`config.mk`:
```
export PLATFORM = sky130hd
export DESIGN_NAME = multicycle_control_unit
export DESIGN_NICKNAME = d
export VERILOG_FILES = /design/src/rtl/multicycle_control_unit.sv
export SDC_FILE = /design/constraint.sdc
export NUM_CORES = 1
export LEC_CHECK = 0
export ABC_AREA = 1
export CAP_MARGIN = 20
export CELL_PAD_IN_SITES_DETAIL_PLACEMENT = 1
export CELL_PAD_IN_SITES_GLOBAL_PLACEMENT = 1
export CORE_MARGIN = 1
export CORE_UTILIZATION = 30
export CTS_CLUSTER_SIZE = 10
export DETAILED_ROUTE_END_ITERATION = 8
export GPL_TIMING_DRIVEN = 0
export PLACE_DENSITY_LB_ADDON = 0.1
export SYNTH_ARGS = -nofsm -noshare
export SYNTH_HDL_FRONTEND = slang
export SYNTH_SLANG_ARGS = --single-unit
```
`constraint.sdc`:
```
create_clock -name clk_pi -period 3.39 [get_ports clk_pi]
set_input_delay 0.5085 -clock clk_pi [delete_from_list [all_inputs] [get_ports clk_pi]]
set_output_delay 0.5085 -clock clk_pi [all_outputs]
set_load 0.005 [all_outputs]
```
`src/rtl/multicycle_control_unit.sv`:
```
// Main control FSM and ALU decoder for the RV32I-subset multicycle core.
// It adds a memory request/ready handshake, a memory watchdog and a retired-instruction counter.
module multicycle_control_unit #(
  parameter int COUNT_W = 32,
  parameter int TIMEOUT = 255
) (
  input  logic               clk_pi,
  input  logic               rst_pi,
  input  logic               locked_pi,
  input  logic [6:0]         op_pi,
  input  logic [2:0]         funct3_pi,
  input  logic               funct7b5_pi,
  input  logic               zero_pi,
  input  logic               mem_ready_pi,
  output logic               mem_req_po,
  output logic               mem_write_po,
  output logic               ir_write_po,
  output logic               pc_write_po,
  output logic               adr_src_po,
  output logic               reg_write_po,
  output logic [1:0]         result_src_po,
  output logic [1:0]         alu_src_a_po,
  output logic [1:0]         alu_src_b_po,
  output logic [1:0]         imm_src_po,
  output logic [2:0]         alu_control_po,
  output logic               halt_po,
  output logic [COUNT_W-1:0] instr_count_po
);

  localparam int WD_W = $clog2(TIMEOUT + 1);
  localparam logic [WD_W-1:0] WD_LAST = WD_W'(TIMEOUT - 1);

  localparam logic [6:0] OP_LOAD   = 7'b0000011;
  localparam logic [6:0] OP_STORE  = 7'b0100011;
  localparam logic [6:0] OP_RTYPE  = 7'b0110011;
  localparam logic [6:0] OP_ITYPE  = 7'b0010011;
  localparam logic [6:0] OP_BRANCH = 7'b1100011;
  localparam logic [6:0] OP_JAL    = 7'b1101111;

  localparam logic [2:0] ALU_ADD = 3'b000;
  localparam logic [2:0] ALU_SUB = 3'b001;
  localparam logic [2:0] ALU_AND = 3'b010;
  localparam logic [2:0] ALU_OR  = 3'b011;
  localparam logic [2:0] ALU_SLT = 3'b101;

  typedef enum logic [3:0] {
    S_IDLE, S_FETCH, S_DECODE, S_MEMADR, S_MEMREAD, S_MEMWRITE, S_MEMWB,
    S_EXECR, S_EXECI, S_ALUWB, S_BEQ, S_JAL, S_TRAP
  } state_t;

  state_t          state, state_next;
  logic [WD_W-1:0] wd;
  logic            f3_legal;
  logic            retire;
  logic [2:0]      alu_dec;

  assign f3_legal = funct3_pi inside {3'b000, 3'b010, 3'b110, 3'b111};
  assign retire   = (state_next == S_FETCH) &&
                    (state inside {S_MEMWRITE, S_MEMWB, S_ALUWB, S_BEQ});

  always_comb begin
    alu_dec = ALU_ADD;
    case (funct3_pi)
      3'b000:  alu_dec = (op_pi == OP_RTYPE && funct7b5_pi) ? ALU_SUB : ALU_ADD;
      3'b010:  alu_dec = ALU_SLT;
      3'b110:  alu_dec = ALU_OR;
      3'b111:  alu_dec = ALU_AND;
      default: alu_dec = ALU_ADD;
    endcase
  end

  // The watchdog only runs while a memory state stalls; any state change clears it.
  always_ff @(posedge clk_pi or negedge rst_pi) begin
    if (!rst_pi) begin
      state          <= S_IDLE;
      wd             <= '0;
      instr_count_po <= '0;
    end else begin
      state <= state_next;
      if (mem_req_po && !mem_ready_pi && (state_next == state))
        wd <= wd + 1'b1;
      else
        wd <= '0;
      if (retire)
        instr_count_po <= instr_count_po + COUNT_W'(1);
    end
  end

  always_comb begin
    state_next = state;
    case (state)
      S_IDLE:     if (locked_pi) state_next = S_FETCH;
      S_FETCH: begin
        if (mem_ready_pi)       state_next = S_DECODE;
        else if (wd == WD_LAST) state_next = S_TRAP;
      end
      S_DECODE: begin
        case (op_pi)
          OP_LOAD, OP_STORE: state_next = S_MEMADR;
          OP_RTYPE:          state_next = f3_legal ? S_EXECR : S_TRAP;
          OP_ITYPE:          state_next = f3_legal ? S_EXECI : S_TRAP;
          OP_BRANCH:         state_next = S_BEQ;
          OP_JAL:            state_next = S_JAL;
          default:           state_next = S_TRAP;
        endcase
      end
      S_MEMADR:   state_next = op_pi[5] ? S_MEMWRITE : S_MEMREAD;
      S_MEMREAD: begin
        if (mem_ready_pi)       state_next = S_MEMWB;
        else if (wd == WD_LAST) state_next = S_TRAP;
      end
      S_MEMWRITE: begin
        if (mem_ready_pi)       state_next = S_FETCH;
        else if (wd == WD_LAST) state_next = S_TRAP;
      end
      S_MEMWB, S_ALUWB, S_BEQ:  state_next = S_FETCH;
      S_EXECR, S_EXECI, S_JAL:  state_next = S_ALUWB;
      S_TRAP:     state_next = S_TRAP;
      default:    state_next = S_IDLE;
    endcase
    // Losing PLL lock aborts whatever is in flight; only a trap survives it.
    if (!locked_pi && state != S_TRAP)
      state_next = S_IDLE;
  end

  always_comb begin
    mem_req_po     = 1'b0;
    mem_write_po   = 1'b0;
    ir_write_po    = 1'b0;
    pc_write_po    = 1'b0;
    adr_src_po     = 1'b0;
    reg_write_po   = 1'b0;
    result_src_po  = 2'b00;
    alu_src_a_po   = 2'b00;
    alu_src_b_po   = 2'b00;
    imm_src_po     = 2'b00;
    alu_control_po = ALU_ADD;
    halt_po        = 1'b0;
    case (state)
      S_FETCH: begin
        mem_req_po    = 1'b1;
        alu_src_b_po  = 2'b10;
        result_src_po = 2'b10;
        ir_write_po   = mem_ready_pi;
        pc_write_po   = mem_ready_pi;
      end
      S_DECODE: begin
        alu_src_a_po = 2'b01;
        alu_src_b_po = 2'b01;
        imm_src_po   = 2'b10;
      end
      S_MEMADR: begin
        alu_src_a_po = 2'b10;
        alu_src_b_po = 2'b01;
        imm_src_po   = op_pi[5] ? 2'b01 : 2'b00;
      end
      S_MEMREAD: begin
        mem_req_po = 1'b1;
        adr_src_po = 1'b1;
      end
      S_MEMWRITE: begin
        mem_req_po   = 1'b1;
        adr_src_po   = 1'b1;
        mem_write_po = mem_ready_pi;
      end
      S_MEMWB: begin
        result_src_po = 2'b01;
        reg_write_po  = 1'b1;
      end
      S_EXECR: begin
        alu_src_a_po   = 2'b10;
        alu_control_po = alu_dec;
      end
      S_EXECI: begin
        alu_src_a_po   = 2'b10;
        alu_src_b_po   = 2'b01;
        alu_control_po = alu_dec;
      end
      S_ALUWB:  reg_write_po = 1'b1;
      S_BEQ: begin
        alu_src_a_po   = 2'b10;
        alu_control_po = ALU_SUB;
        pc_write_po    = zero_pi;
      end
      S_JAL: begin
        alu_src_a_po = 2'b01;
        alu_src_b_po = 2'b10;
        pc_write_po  = 1'b1;
      end
      S_TRAP:   halt_po = 1'b1;
      default: ;
    endcase
  end

endmodule
```
==> results.py, run 1 <==
metrics = {
    "outcome": {
        "status": "finished, final reports clean",
    },
    "clock_tree": {
        "cts_root_buf": "clkbuf_8",
        "htree_num_levels": 2,
        "cts_tree": "built",
        "post_cts_buffers": 0,
        "cts_made_buffers": 5,
        "worstSkewPairLatency_ns": 0.31,
        "cts_buffer_depth": 2,
        "cts.sinks": 44,
        "cts_resized": 0,
        "ctsHoldBuffers": 0,
        "clkSlewWorstSetupHoldPaths_ns": 0.10,
    },
    "place": {
        "placed_area_um2": 3850,
        "dp_slack_ns": 0.572,
        "dp.final_hpwl_um": 7650,
        "gp_congestion": 0.897,
        "io_buffers": 65,
    },
    "finish": {
        "area.growth.synth_to_final_pct": 31.4,
        "nNetsFinal": 548,
        "mostFrequentLayoutCells": "nand2_1 (163), clkdlybuf4s50_1 (64), nor2_1 (61)",
        "diodes": 0,
        "drive_gt1_share_pct": 6.04,
        "mostFrequentLayoutCell": "nand2_1",
        "fin_area_um2": 3960,
        "multi_input_area_um2": 1660,
        "fill_cells": 1296,
        "ff_latch_area_um2": 1100,
    },
    "pwr": {
        "p_per_area_nw_per_um2": 320,
        "ir_drop_mv": 0.131,
        "p_leak_nw": 1.88,
        "total_power_mw": 1.27,
    },
    "sta": {
        "slew_viol_final": 0,
        "whs_ns": 0.123,
        "finClkSkew_ns": 0.00896,
        "hold_violations": 0,
        "worst_pin_slew_ns": 0.468,
        "period_share_pct": 82.9,
        "max_freq_mhz": 356,
        "max_slew_margin_pct": 68.6,
        "setup_slack_ns": 0.581,
        "rsz0062_at_grt": "no",
        "fin_crit_ns": 2.81,
        "setup_tns_ns": 0,
        "setup_viol": 0,
    },
    "global_routing": {
        "grt_overflow": 0,
        "grt_pass1_wl_um": 15900,
        "antenna_found_initial": 0,
        "grt_max_degree": 31,
        "grt_pass1_vias": 3244,
        "grt.total_usage_pct": 19.7,
    },
    "routing": {
        "viasPerCell": 4.68,
        "drt_iter0_markers": 69,
        "drt_pre_antenna_iters": 4,
        "vias": 3106,
        "ant_nets": 0,
        "drc": 0,
        "wl_um": 9430,
        "routedWlPerCell_um": 14.2,
    },
    "floorplan": {
        "coreArea_um2": 9770,
        "io_pins": 66,
        "fp.dieArea_um2": 10500,
        "die_w_um": 102,
        "die_h_um": 102,
        "start_util_pct": 30.8,
        "fp-row-count": 36,
    },
    "synth": {
        "ys.warnings.count": 0,
        "netlist.area_leader.share_pct": 36.5,
        "yosys-top-cells-area": "dfrtp_1 (37%), nand2_1 (20%), nor2_1 (7.6%)",
        "yosysSeqAreaShare_pct": 36.5,
        "synthesis.nets": 475,
        "yosysUniqueCellTypes": 26,
        "syn_avg_cell_area_um2": 6.61,
        "synth_area_um2": 3010,
        "synth_edf_count": 0,
        "ys_seq_elements": 44,
        "synthArstFlopShare_pct": 100,
        "synth_top_area_cell": "dfrtp_1",
        "synthesis.instances": 456,
        "ys.flop_type": "dfrtp_1",
    },
    "min_path": {
        "min_path_type": "primary input to asynchronous set/reset pin",
    },
    "critical_path": {
        "crit_path_end_kind": "output pin",
        "crit_required_ns": 2.88,
        "crit_type": "primary input to output pin",
        "reg2regPathDepth": 15,
        "crit_arrival_ns": 2.30,
        "start_kind": "primary input",
        "cp_max_fo": 4,
    },
    "flow_run": {
        "drv_cap": 0,
    },
}
-- registers in the layout, indices dropped and copies added (netlist names) --
signal and flops:
state 4, wd 8, instr_count_po 32
-- layer usage --
layer  global-route usage [%]  up-vias  routed length, um
met5                        0        -                  0
met4                     5.16        0                147
met3                     2.53       10                226
met2                     35.7       53               4730
met1                     24.6     1470               4330
li1                         -     1573                  -
-- worst max-delay path: stages --
cell,delay [ns]
clkdlybuf4s50_1,0.54
nand2_1,0.07
nor2_1,0.12
inv_1,0.06
nor2_1,0.15
nand4_1,0.10
o21ai_0,0.09
nand2_1,0.06
o21ai_0,0.07
clkdlybuf4s50_1,0.52
-- power by group --
group          switching [mW]  internal, mW
Clock                   0.207         0.222
Combinational           0.122         0.125
Sequential             0.0397         0.552
-- cells in the mapped netlist, types with 3 or more instances --
| cell | instances |
|---|---|
| xor2_1 | 17 |
| ha_1 | 3 |
| nand4_1 | 8 |
| nand3_1 | 30 |
| nand2_1 | 163 |
| nor2_1 | 61 |
| o21ai_1 | 11 |
| nor2_2 | 4 |
| nor3_1 | 19 |
| buf_2 | 3 |
| dfrtp_1 | 44 |
| xnor2_1 | 14 |
| inv_2 | 7 |
| inv_1 | 44 |
| nor4_1 | 5 |
| nand3b_1 | 3 |
| o21ai_0 | 7 |
-- per-stage QoR --
step	util [%]	cells
after floorplan	-	456
after global routing	40.5	663
after global placement	39.2	654
after CTS	40.5	663
after detailed placement	39.3	655
final	40.5	663
-- final cells by class --
cell class                 count  share of cell area [%]
inverter                      53                    5.09
multi-input combinational    351                    41.8
tap                          133                    4.20
sequential                    44                    27.8
timing repair buffer          66                    16.8
clock inverter                 3                    1.17
clock buffer                   5                    1.74
buffer                         8                    1.42
-- worst paths after layout --
kind | from | endpoint | slack (ns)
worst max-delay path | op_pi[5] | alu_control_po[0] | 0.58
max in group asynchronous | rst_pi | state[0] | 2.76
worst min-delay path | rst_pi | instr_count_po[0] | 0.12
worst max register to register | state[0] | instr_count_po[9] | 1.30
min in group clk_pi | wd[0] | wd[0] | 0.52
worst min register to register | wd[0] | wd[0] | 0.52
-- logic make-up (layout without fill, tap and decap cells) --
group,after synthesis,in the layout,share of synthesized area (%)
AND/OR/NAND/NOR,296,296,41.1
buffers and inverters,61,135,8.55
flip-flops,44,44,36.5
XOR/XNOR,31,31,9.01
AO/OA/AOI/OAI,21,21,3.57
adder cells (fa/ha/maj),3,3,1.25
(Power assumes the default switching activity.)
==> run 2: changes to the inputs <==
clock period = 2.4 ns   (was 3.39 ns; I/O delays follow)
==> results.py, run 2 (same netlist as run 1, synthesis figures left out) <==
metrics = {
    "pwr": {
        "pwr-share-seq_pct": 46.6,
        "p_sw_share_pct": 29.1,
        "p_switching_mw": 0.523,
        "p_leak_nw": 1.90,
        "p_per_area_nw_per_um2": 450,
        "intPower_mw": 1.28,
        "total_power_mw": 1.80,
        "combinationalPowerShare_pct": 19.8,
        "clkPwrFrac_pct": 33.6,
        "ir_drop_mv": 0.185,
    },
    "floorplan": {
        "io_pins": 66,
        "die_h_um": 102,
        "start_util_pct": 30.8,
        "coreArea_um2": 9770,
        "fp.dieArea_um2": 10500,
        "die_w_um": 102,
        "fp-row-count": 36,
    },
    "place": {
        "dp_cells": 655,
        "dp_slack_ns": -0.121,
        "io_buffers": 65,
        "gp_congestion": 0.897,
        "placed_area_um2": 3850,
        "dp.final_hpwl_um": 7650,
    },
    "flow_run": {
        "drv_cap": 0,
    },
    "finish": {
        "mostFrequentLayoutCells": "nand2_1 (161), clkdlybuf4s50_1 (61), nor2_1 (58)",
        "nNetsFinal": 549,
        "drive_gt1_share_pct": 7.72,
        "top_regs": "instr_count_po: 32 flops, wd: 8 flops, state: 4 flops",
        "fin_util_pct": 40.9,
        "mostFrequentLayoutCell": "nand2_1",
        "diodes": 0,
        "fin_area_um2": 4000,
        "regMostFlops": "instr_count_po",
        "area.growth.synth_to_final_pct": 32.5,
        "finalNonFillerCells": 664,
        "largest_reg_flops": 32,
    },
    "routing": {
        "wl_um": 9450,
        "drt_pre_antenna_iters": 4,
        "vias": 3103,
        "ant_nets": 0,
        "routedWlPerCell_um": 14.2,
        "viasPerCell": 4.67,
        "drc": 0,
        "drt_iter0_markers": 78,
    },
    "sta": {
        "setup_tns_ns": 0,
        "finClkSkew_ns": 0.00876,
        "hold_violations": 0,
        "period_share_pct": 93.7,
        "slew_viol_final": 0,
        "worst_pin_slew_ns": 0.490,
        "fin_crit_ns": 2.25,
        "max_slew_margin_pct": 67.1,
        "rsz0062_at_grt": "no",
        "max_freq_mhz": 445,
        "whs_ns": 0.516,
        "setup_viol": 0,
        "setup_slack_ns": 0.152,
    },
    "clock_tree": {
        "htree_num_levels": 2,
        "clkSlewWorstSetupHoldPaths_ns": 0.10,
        "cts_made_buffers": 5,
        "cts.sinks": 44,
        "worstSkewPairLatency_ns": 0.31,
        "cts_root_buf": "clkbuf_8",
        "cts_buffer_depth": 2,
        "cts_tree": "built",
    },
    "critical_path": {
        "start_kind": "register",
        "crit_required_ns": 2.04,
        "crit_path_max_incr_delay_ns": 0.53,
        "crit_arrival_ns": 1.89,
        "cp_max_fo": 6,
        "crit_type": "register to output pin",
        "crit_chain": "inv_2 -> nand2_1 -> nor2_1 -> inv_1 -> o21ai_0 -> clkdlybuf4s50_1",
        "crit_path_end_kind": "output pin",
        "slowest_stage": "clkdlybuf4s50_1",
        "cpLargestDelayFamily": "buffers and inverters",
        "crit_buf_inv": 3,
    },
    "global_routing": {
        "grt.total_usage_pct": 19.7,
        "grt_overflow": 0,
        "grt_max_degree": 31,
        "grt_pass1_wl_um": 15900,
        "grt_pass1_vias": 3242,
        "antenna_found_initial": 0,
    },
    "min_path": {
        "min_path_type": "primary input to asynchronous set/reset pin",
    },
    "outcome": {
        "status": "finished, final reports clean",
    },
}
==> run 2: cell count changes in the layout (fill, tap and decap cells not counted), moves of 2 or more <==
cell	previous run	this run
nand2_2	2	4
nor2_2	4	6
nor2_1	61	58
nand2_1	163	161
clkdlybuf4s50_1	64	61
dfrtp_1	44	41
dlygate4sd2_1	0	2
dfrtp_2	0	3
==> run 2: layer usage <==
metal	track usage, %	part of all wire [%]	vias to the layer above
met2	35.7	50	48
met1	24.6	46	1470
met5	0	0	-
met4	5.16	1.5	0
li1	-	-	1574
met3	2.53	2.2	11
==> run 2: final cells by class <==
class                   count  area (um^2)
fillers                  1288         5780
multi-input cells         351         1670
flip-flops and latches     44         1100
repair buffers             67          676
inverters                  53          201
well taps                 133          166
clock buffers               5         68.8
plain buffers               8         58.8
clock inverters             3         46.3
==> run 2: worst paths after layout <==
| kind | slack (ns) | depth (start not counted) | startpoint | to |
|---|---|---|---|---|
| worst min-delay path | 0.52 | 2 | rst_pi | instr_count_po[0] |
| min in group clk_pi | 0.52 | 1 | wd[0] | wd[0] |
| max in group asynchronous | 1.36 | 3 | rst_pi | state[0] |
| worst max register to register | 0.34 | 16 | state[3] | instr_count_po[9] |
| worst min register to register | 0.52 | 1 | wd[0] | wd[0] |
| worst max-delay path | 0.15 | 6 | state[2] | alu_src_a_po[0] |
==> run 2: what timing repair did <==
item	4_1_cts	5_1_grt
hold endpoints to repair	14	0
setup buffers	0	0
cloned	0	0
endpoints found under the setup margin	2	4
resized for setup	8	6
pin swaps	0	0
hold buffers	1	0
==> run 2: power groups by stage <==
stage | Sequential (mW) | Combinational, mW | Clock, mW
global placement | 0.851 | 0.346 | 0
finish | 0.838 | 0.356 | 0.604
floorplan | 0.841 | 0.162 | 0
global route | 0.846 | 0.404 | 0.663
detailed placement | 0.852 | 0.354 | 0
CTS | 0.839 | 0.359 | 0.635
==> run 3: changes to the inputs <==
CORE_MARGIN = not set   (was 1)
CTS_CLUSTER_DIAMETER = 150   (was not set)
==> results of run 3 <==
The final DEF is identical to that of run 2; final timing and power are the same.
